==> src/rtl/stack_unit.sv <==
// Operand stack for the multicycle stack CPU.
// Executes push / pop / replace-top commands from the control FSM each cycle.
// Top-of-stack and next-on-stack are combinational, so the rest of the datapath
// can sample them in the same cycle as the pop. The overflow and underflow flags
// are sticky until clr_err is asserted. When a new violation occurs in the same
// cycle as clr_err, the flag is set, because set wins over clear.
module stack_unit #(
  parameter int WIDTH = 8,
  parameter int DEPTH = 8,
  parameter int CW    = $clog2(DEPTH + 1)
) (
  input  logic             clk,
  input  logic             reset,
  input  logic             push,
  input  logic             pop,
  input  logic             stack_src,
  input  logic [WIDTH-1:0] alu_in,
  input  logic [WIDTH-1:0] mdr_in,
  input  logic             clr_err,
  output logic [WIDTH-1:0] tos,
  output logic [WIDTH-1:0] nos,
  output logic [CW-1:0]    count,
  output logic             empty,
  output logic             full,
  output logic             overflow,
  output logic             underflow
);

  localparam int AW = (DEPTH > 1) ? $clog2(DEPTH) : 1;
  localparam logic [CW-1:0] DEPTH_C = CW'(DEPTH);
  localparam logic [CW-1:0] ONE_C   = CW'(1);
  localparam logic [CW-1:0] TWO_C   = CW'(2);

  // The array is never reset. Stale entries cannot be observed, because every
  // read is gated by count.
  logic [WIDTH-1:0] mem_q [DEPTH];

  logic [CW-1:0]    count_q, count_d;
  logic             ovf_q, ovf_d;
  logic             unf_q, unf_d;
  logic             wr_en;
  logic [AW-1:0]    wr_idx;
  logic [WIDTH-1:0] din;
  logic [AW-1:0]    top_idx;
  logic [AW-1:0]    nos_idx;
  logic             is_empty;
  logic             is_full;
  logic             has_two;

  assign din      = stack_src ? mdr_in : alu_in;
  assign is_empty = (count_q == '0);
  assign is_full  = (count_q == DEPTH_C);
  assign has_two  = (count_q >= TWO_C);
  assign top_idx  = AW'(count_q - ONE_C);
  assign nos_idx  = AW'(count_q - TWO_C);

  // Combinational read ports: zero-latency top and next-on-stack, forced to 0 when absent.
  always_comb begin
    tos = '0;
    nos = '0;
    if (!is_empty) begin
      tos = mem_q[top_idx];
    end
    if (has_two) begin
      nos = mem_q[nos_idx];
    end
  end

  // Command decode: next pointer, write strobe and sticky flag updates.
  always_comb begin
    count_d = count_q;
    ovf_d   = ovf_q & ~clr_err;
    unf_d   = unf_q & ~clr_err;
    wr_en   = 1'b0;
    wr_idx  = AW'(count_q);
    case ({push, pop})
      2'b10: begin
        if (is_full) begin
          ovf_d = 1'b1;
        end else begin
          wr_en   = 1'b1;
          wr_idx  = AW'(count_q);
          count_d = count_q + ONE_C;
        end
      end
      2'b01: begin
        if (is_empty) begin
          unf_d = 1'b1;
        end else begin
          count_d = count_q - ONE_C;
        end
      end
      2'b11: begin
        if (is_empty) begin
          // On an empty stack there is no top to replace, so the command acts
          // as a plain push and also flags the pop half as an underflow.
          wr_en   = 1'b1;
          wr_idx  = '0;
          count_d = ONE_C;
          unf_d   = 1'b1;
        end else begin
          // Replace top. The count does not move, so a full stack does not block it.
          wr_en  = 1'b1;
          wr_idx = top_idx;
        end
      end
      default: begin
        count_d = count_q;
      end
    endcase
  end

  // Pointer and sticky flags. The async reset returns to the empty state immediately.
  always_ff @(posedge clk or posedge reset) begin
    if (reset) begin
      count_q <= '0;
      ovf_q   <= 1'b0;
      unf_q   <= 1'b0;
    end else begin
      count_q <= count_d;
      ovf_q   <= ovf_d;
      unf_q   <= unf_d;
    end
  end

  // Storage array write port.
  always_ff @(posedge clk) begin
    if (wr_en) begin
      mem_q[wr_idx] <= din;
    end
  end

  assign count     = count_q;
  assign empty     = is_empty;
  assign full      = is_full;
  assign overflow  = ovf_q;
  assign underflow = unf_q;

endmodule

==> config.mk <==
export PLATFORM = sky130hd
export DESIGN_NAME = stack_unit
export DESIGN_NICKNAME = d
export VERILOG_FILES = /design/src/rtl/stack_unit.sv
export SDC_FILE = /design/constraint.sdc
export NUM_CORES = 1
export LEC_CHECK = 0
export CELL_PAD_IN_SITES_DETAIL_PLACEMENT = 1
export CELL_PAD_IN_SITES_GLOBAL_PLACEMENT = 2
export CORE_MARGIN = 2
export CORE_UTILIZATION = 38
export CTS_CLUSTER_DIAMETER = 50
export DETAILED_ROUTE_END_ITERATION = 6
export PLACE_DENSITY = 0.86
export RECOVER_POWER = 25
export SETUP_SLACK_MARGIN = 0.4
export SLEW_MARGIN = 15
export SYNTH_ARGS = -nofsm -noshare
export SYNTH_HDL_FRONTEND = slang
export SYNTH_SLANG_ARGS = --single-unit
export TNS_END_PERCENT = 1
==> constraint.sdc <==
create_clock -name clk -period 3.45 [get_ports clk]
set_input_delay 0.69 -clock clk [delete_from_list [all_inputs] [get_ports clk]]
set_output_delay 0.69 -clock clk [all_outputs]
set_load 0.02 [all_outputs]
Word level (Yosys, flattened, before mapping) --
Memory sizes are Yosys's and may differ from the RTL's. Cells that the tools add are included.
Storage, ports and cells: flip-flop bits (word level) 6, memory bits (writable) 64, input port bits 22, word-level logic and storage cells 39, memories kept 1
Memories:
- mem_q | depth 8, width 8, rd ports 2, clocked after Yosys merged registers in 0, wr ports 1, line 36 | logic [WIDTH-1:0] mem_q [DEPTH];
Cells by class: add/subtract/negate cells 3, order comparisons 1, equality and inequality tests 7, multiplexer cells 17, bitwise gates (word level) 3, reductions and logical operators 4
Operator list (count):
- $mux W8 | 3
- $mux W4 | 3
- $pmux W4 S3 | 1
- $mux W1 | 7
- $mux W3 | 2
- $ne A2 B2 Y1 const B | 3
- $add A4 B1 Y4 const B | 1
- $eq A2 B2 Y1 const B | 2
- $eq A4 B4 Y1 const B | 1
- $ge A4 B2 Y1 const B | 1
- $logic_not A4 Y1 | 1
- $reduce_and A4 Y1 | 1
- $sub A4 B1 Y4 const B | 1
- $reduce_bool A3 Y1 | 1
- $sub A3 B2 Y3 const B | 1
- $and A1 B1 Y1 | 2
- $eq A2 B1 Y1 const B | 1
- $pmux W1 S2 | 1
- $reduce_or A2 Y1 | 1
- $not A1 Y1 | 1

Depth between registers and ports, before layout --
word-level depth 5, mapped depth 9, depth with buffers taken out 7

Worst setup path before layout --
Ideal clock, no wire load.
kind reg-to-output, from reg count_q[1], in the netlist count[1], to out tos[0], data arrival time 2.375 ns, required time 2.760 ns, slack 0.385 ns, stages on the path, launching flop included 9, path buffers 4, cell sequence dfrtp_1 buf_4 inv_1 ha_1 buf_4 buf_2 buf_2 a211oi_1 nor4_1
On the way: longest elaborated chain between the ends 3, elaborated cells on any way between the ends 4, those cells by class 1 x add/sub; 1 x mux; 1 x reduce/logical; 1 x memory
Ends and longest elaborated chain:
- from (decl) | line 38 | logic [CW-1:0] count_q, count_d;
- from (signal assigned) | line 120 | count_q <= count_d;
- $sub A4 B1 Y4
- $mem_v2 Z8 W8
- $mux W8 (*) | line 61 | if (!is_empty) begin
- to (decl) | line 20 | output logic [WIDTH-1:0] tos,
Every way passes the cells marked *; elsewhere a longest branch is shown, timed or not.

Worst setup path in the final report --
from reg count_q[1], in the netlist count[1], to mem mem_q[0][7] (enable)
On the way: longest elaborated chain between the ends 5, elaborated cells on any way between the ends 9, those cells by class 1 x add/sub; 1 x eq/ne; 6 x mux; 1 x reduce/logical
Ends and longest elaborated chain:
- $eq A4 B4 Y1 | line 52 | assign is_full = (count_q == DEPTH_C);
- $mux W1 | line 78 | if (is_full) begin
- $pmux W1 S2 | line 76 | case ({push, pop})
- $mux W1 | line 128 | if (wr_en) begin
- $mux W1 (not written as such) | line 129 | mem_q[wr_idx] <= din;
- to (decl) | line 36
Parallel ways exist; a longest one is shown, timed or not.

==> flow_metrics.tcl <==
set metrics [dict create \
    grt_usage_pct 20.88 \
    powerDensity_nw_per_um2 1054 \
    utilization_pct 48.19 \
    synth_area_um2 3862 \
    insertion_delay_ns 0.35 \
    grt-ovfl-total 0 \
    synth_top_area_cell "edfxtp_1" \
    ant_nets 0 \
    critPathCaptureType "flop" \
    drt_pass1_iterations 4 \
    rows 36 \
    rsz0062_at_grt "true" \
    dp_hpwl_um 7787 \
    async_flop_share_pct 8.571 \
    gp_congestion 0.8244 \
    grt_pass1_vias 3177 \
    synth_top_flop_cell "edfxtp_1" \
    criticalPathCategory "flop to flop" \
    p_leak_uw 0.001635 \
    min_from "overflow" \
    cts_buffers 9 \
    yosysMostFrequentCell "edfxtp_1" \
    htree_levels 3 \
    core_area_um2 9819 \
    drc_errors 0 \
    ios 46 \
    setup_viol 0 \
    fin_crit_sh_pct 90.00 \
    netlist_instances 314 \
    cts_tree "done" \
    start_util_pct 39.33 \
    die_w_um 104.8 \
    syn_nets 343 \
    antenna_found_initial 0 \
    crit_fanout 13 \
    vias 2852 \
    whs_ns 0.5159 \
    startpoint_type "flop" \
    reg2reg_from "count[1]" \
    status "completed" \
    synth_top_area_share_pct 49.76 \
    fin_crit_ns 3.105 \
    hp-class "flop to flop" \
    grt_first_pass_wirelength_um 17290 \
    nets 393 \
    timing.fmax_mhz 322.1 \
    postCtsHoldBufs 0 \
    cts.sinks 70 \
    die_height_um 104.8 \
    ys_top_cells_by_area "edfxtp_1, mux2_2, mux2i_1" \
    finClkSkew_ns 0.007951 \
    relSlewSlack_pct 38.76 \
    ys_types 47 \
    grt_max_degree 43 \
    synth_edf_count 64 \
    cp.required_ns 3.42 \
    synth_common_cells "edfxtp_1, mux2_2, nor2b_1" \
    drt_iter0_drc 200 \
    timing.final.hold_violations 0 \
    clk_pin_slew_ns 0.08 \
    drv_cap 0 \
    wl_per_cell_um 21.92 \
    die-area_um2 10990 \
    ir_worst_vdd_mv 0.6911 \
    yosys_warnings 0 \
    area_growth_pct 22.51 \
    crit_start "count[1]" \
    antenna-diode-count 0 \
    postSynthRegisterBits 70 \
    crit_arrival_ns 3.07 \
    finalSetupTns_ns 0 \
    via_per_inst 5.681 \
    slew_viol_final 0 \
    tightest_slew_ns 0.9152 \
    cts-root-buf "clkbuf_8" \
    cts_buffer_depth 2 \
    power.total_uw 4988 \
    syn_area_per_cell_um2 12.30 \
    wl_um 11010 \
    drive_gt1_share_pct 26.56 \
    port_buffers 45 \
    seq_area_frac_synth_pct 53.64 \
]
==> worst paths after layout <==
path | to | slack [ns] | cells past startpoint
min in group asynchronous | count[3] | 0.71 | 2
max in group asynchronous | count[1] | 2.50 | 2
min reg2reg | overflow | 0.52 | 1
max | mem_q[0][7] | 0.35 | 7
max reg2reg | mem_q[0][7] | 0.35 | 7
min | overflow | 0.52 | 1
==> timing repair <==
action / 4_1_cts / 5_1_grt
setup endpoints to repair: 17 / 25
setup buffers: 0 / 0
gates resized for setup: 41 / 47
endpoints found under the hold margin: 0 / 0
pin swaps: 0 / 2
gates cloned: 0 / 0
==> per-layer routing <==
layer  track usage (%)  vias to the layer above  routed length [µm]
li1                  -                     1321                   -
met2             38.31                       63                6047
met3             4.803                       19                 329
met5                 0                        -                   0
met4             7.238                        0                 246
met1             23.63                     1449                4383
==> registers in the layout, indices dropped and copies added, names as in the netlist <==
| register | count |
|---|---|
| count | 4 |
| underflow | 1 |
| mem_q | 64 |
| overflow | 1 |
==> final cells by class <==
class	count	area, µm²
inverter	8	30.03
tap	133	166.4
sequential	70	2073
clock inverter	6	62.56
multi-input combinational	213	1732
fill	1070	5087
timing repair buffer	62	540.5
clock buffer	10	127.6
==> stage by stage <==
step           cell area, µm²  std cells  worst slack, ns
3_3_place_gp             4503        486           0.2159
5_1_grt                  4732        502           0.1762
4_1_cts                  4720        502           0.1788
3_5_place_dp             4503        486           0.1395
2_1_floorplan            3869        314           0.3846
6_report                 4732        502           0.3450
==> cell usage in the layout (no fill, tap or decap), types with 6 or more instances in the layout <==
cell             synthesis  final
edfxtp_1                64     64
nor2b_1                 27     27
mux2_2                  32     25
clkdlybuf4s50_1          0     25
mux2i_1                 17     17
a211oi_1                18     15
buf_4                    2     15
nor2_1                  12     12
nor3_1                  11     10
o21ai_0                 10     10
o22ai_1                 10     10
clkbuf_2                 0     10
clkbuf_8                 0      9
inv_1                    7      7
nand2_1                  7      7
a22oi_2                  0      7
mux2_1                   0      7
ha_1                     7      7
a2111oi_0                8      6
==> worst max-delay path, cell delays in order (launching register included) <==
cell	delay, ns
dfrtp_2	0.42
inv_2	0.10
ha_1	0.28
or3b_4	0.44
inv_1	0.42
o22a_1	0.24
nand2_1	0.10
nor2_1	0.71
==> kinds of logic (layout without fill, tap and decap cells) <==
group | count (synthesis) | after routing | share of synthesized area, %
adders and majority gates | 8 | 8 | 2.559
and+or+nand+nor | 84 | 84 | 12.50
xor gates and xnor gates | 2 | 2 | 0.4536
AOI/OAI and AO/OA | 70 | 70 | 13.12
DFF | 70 | 70 | 53.64
muxes | 49 | 49 | 13.74
buffers and inverters | 31 | 86 | 3.984
==> where the power goes <==
part	switching, µW	internal [µW]	leakage (µW)
registers	72.5	1070	0.000652
logic	1960	1220	0.000883
clock network	325	333	0.000100
total	2360	2630	0.00163
Note: power is estimated with default switching activity, not from simulation.
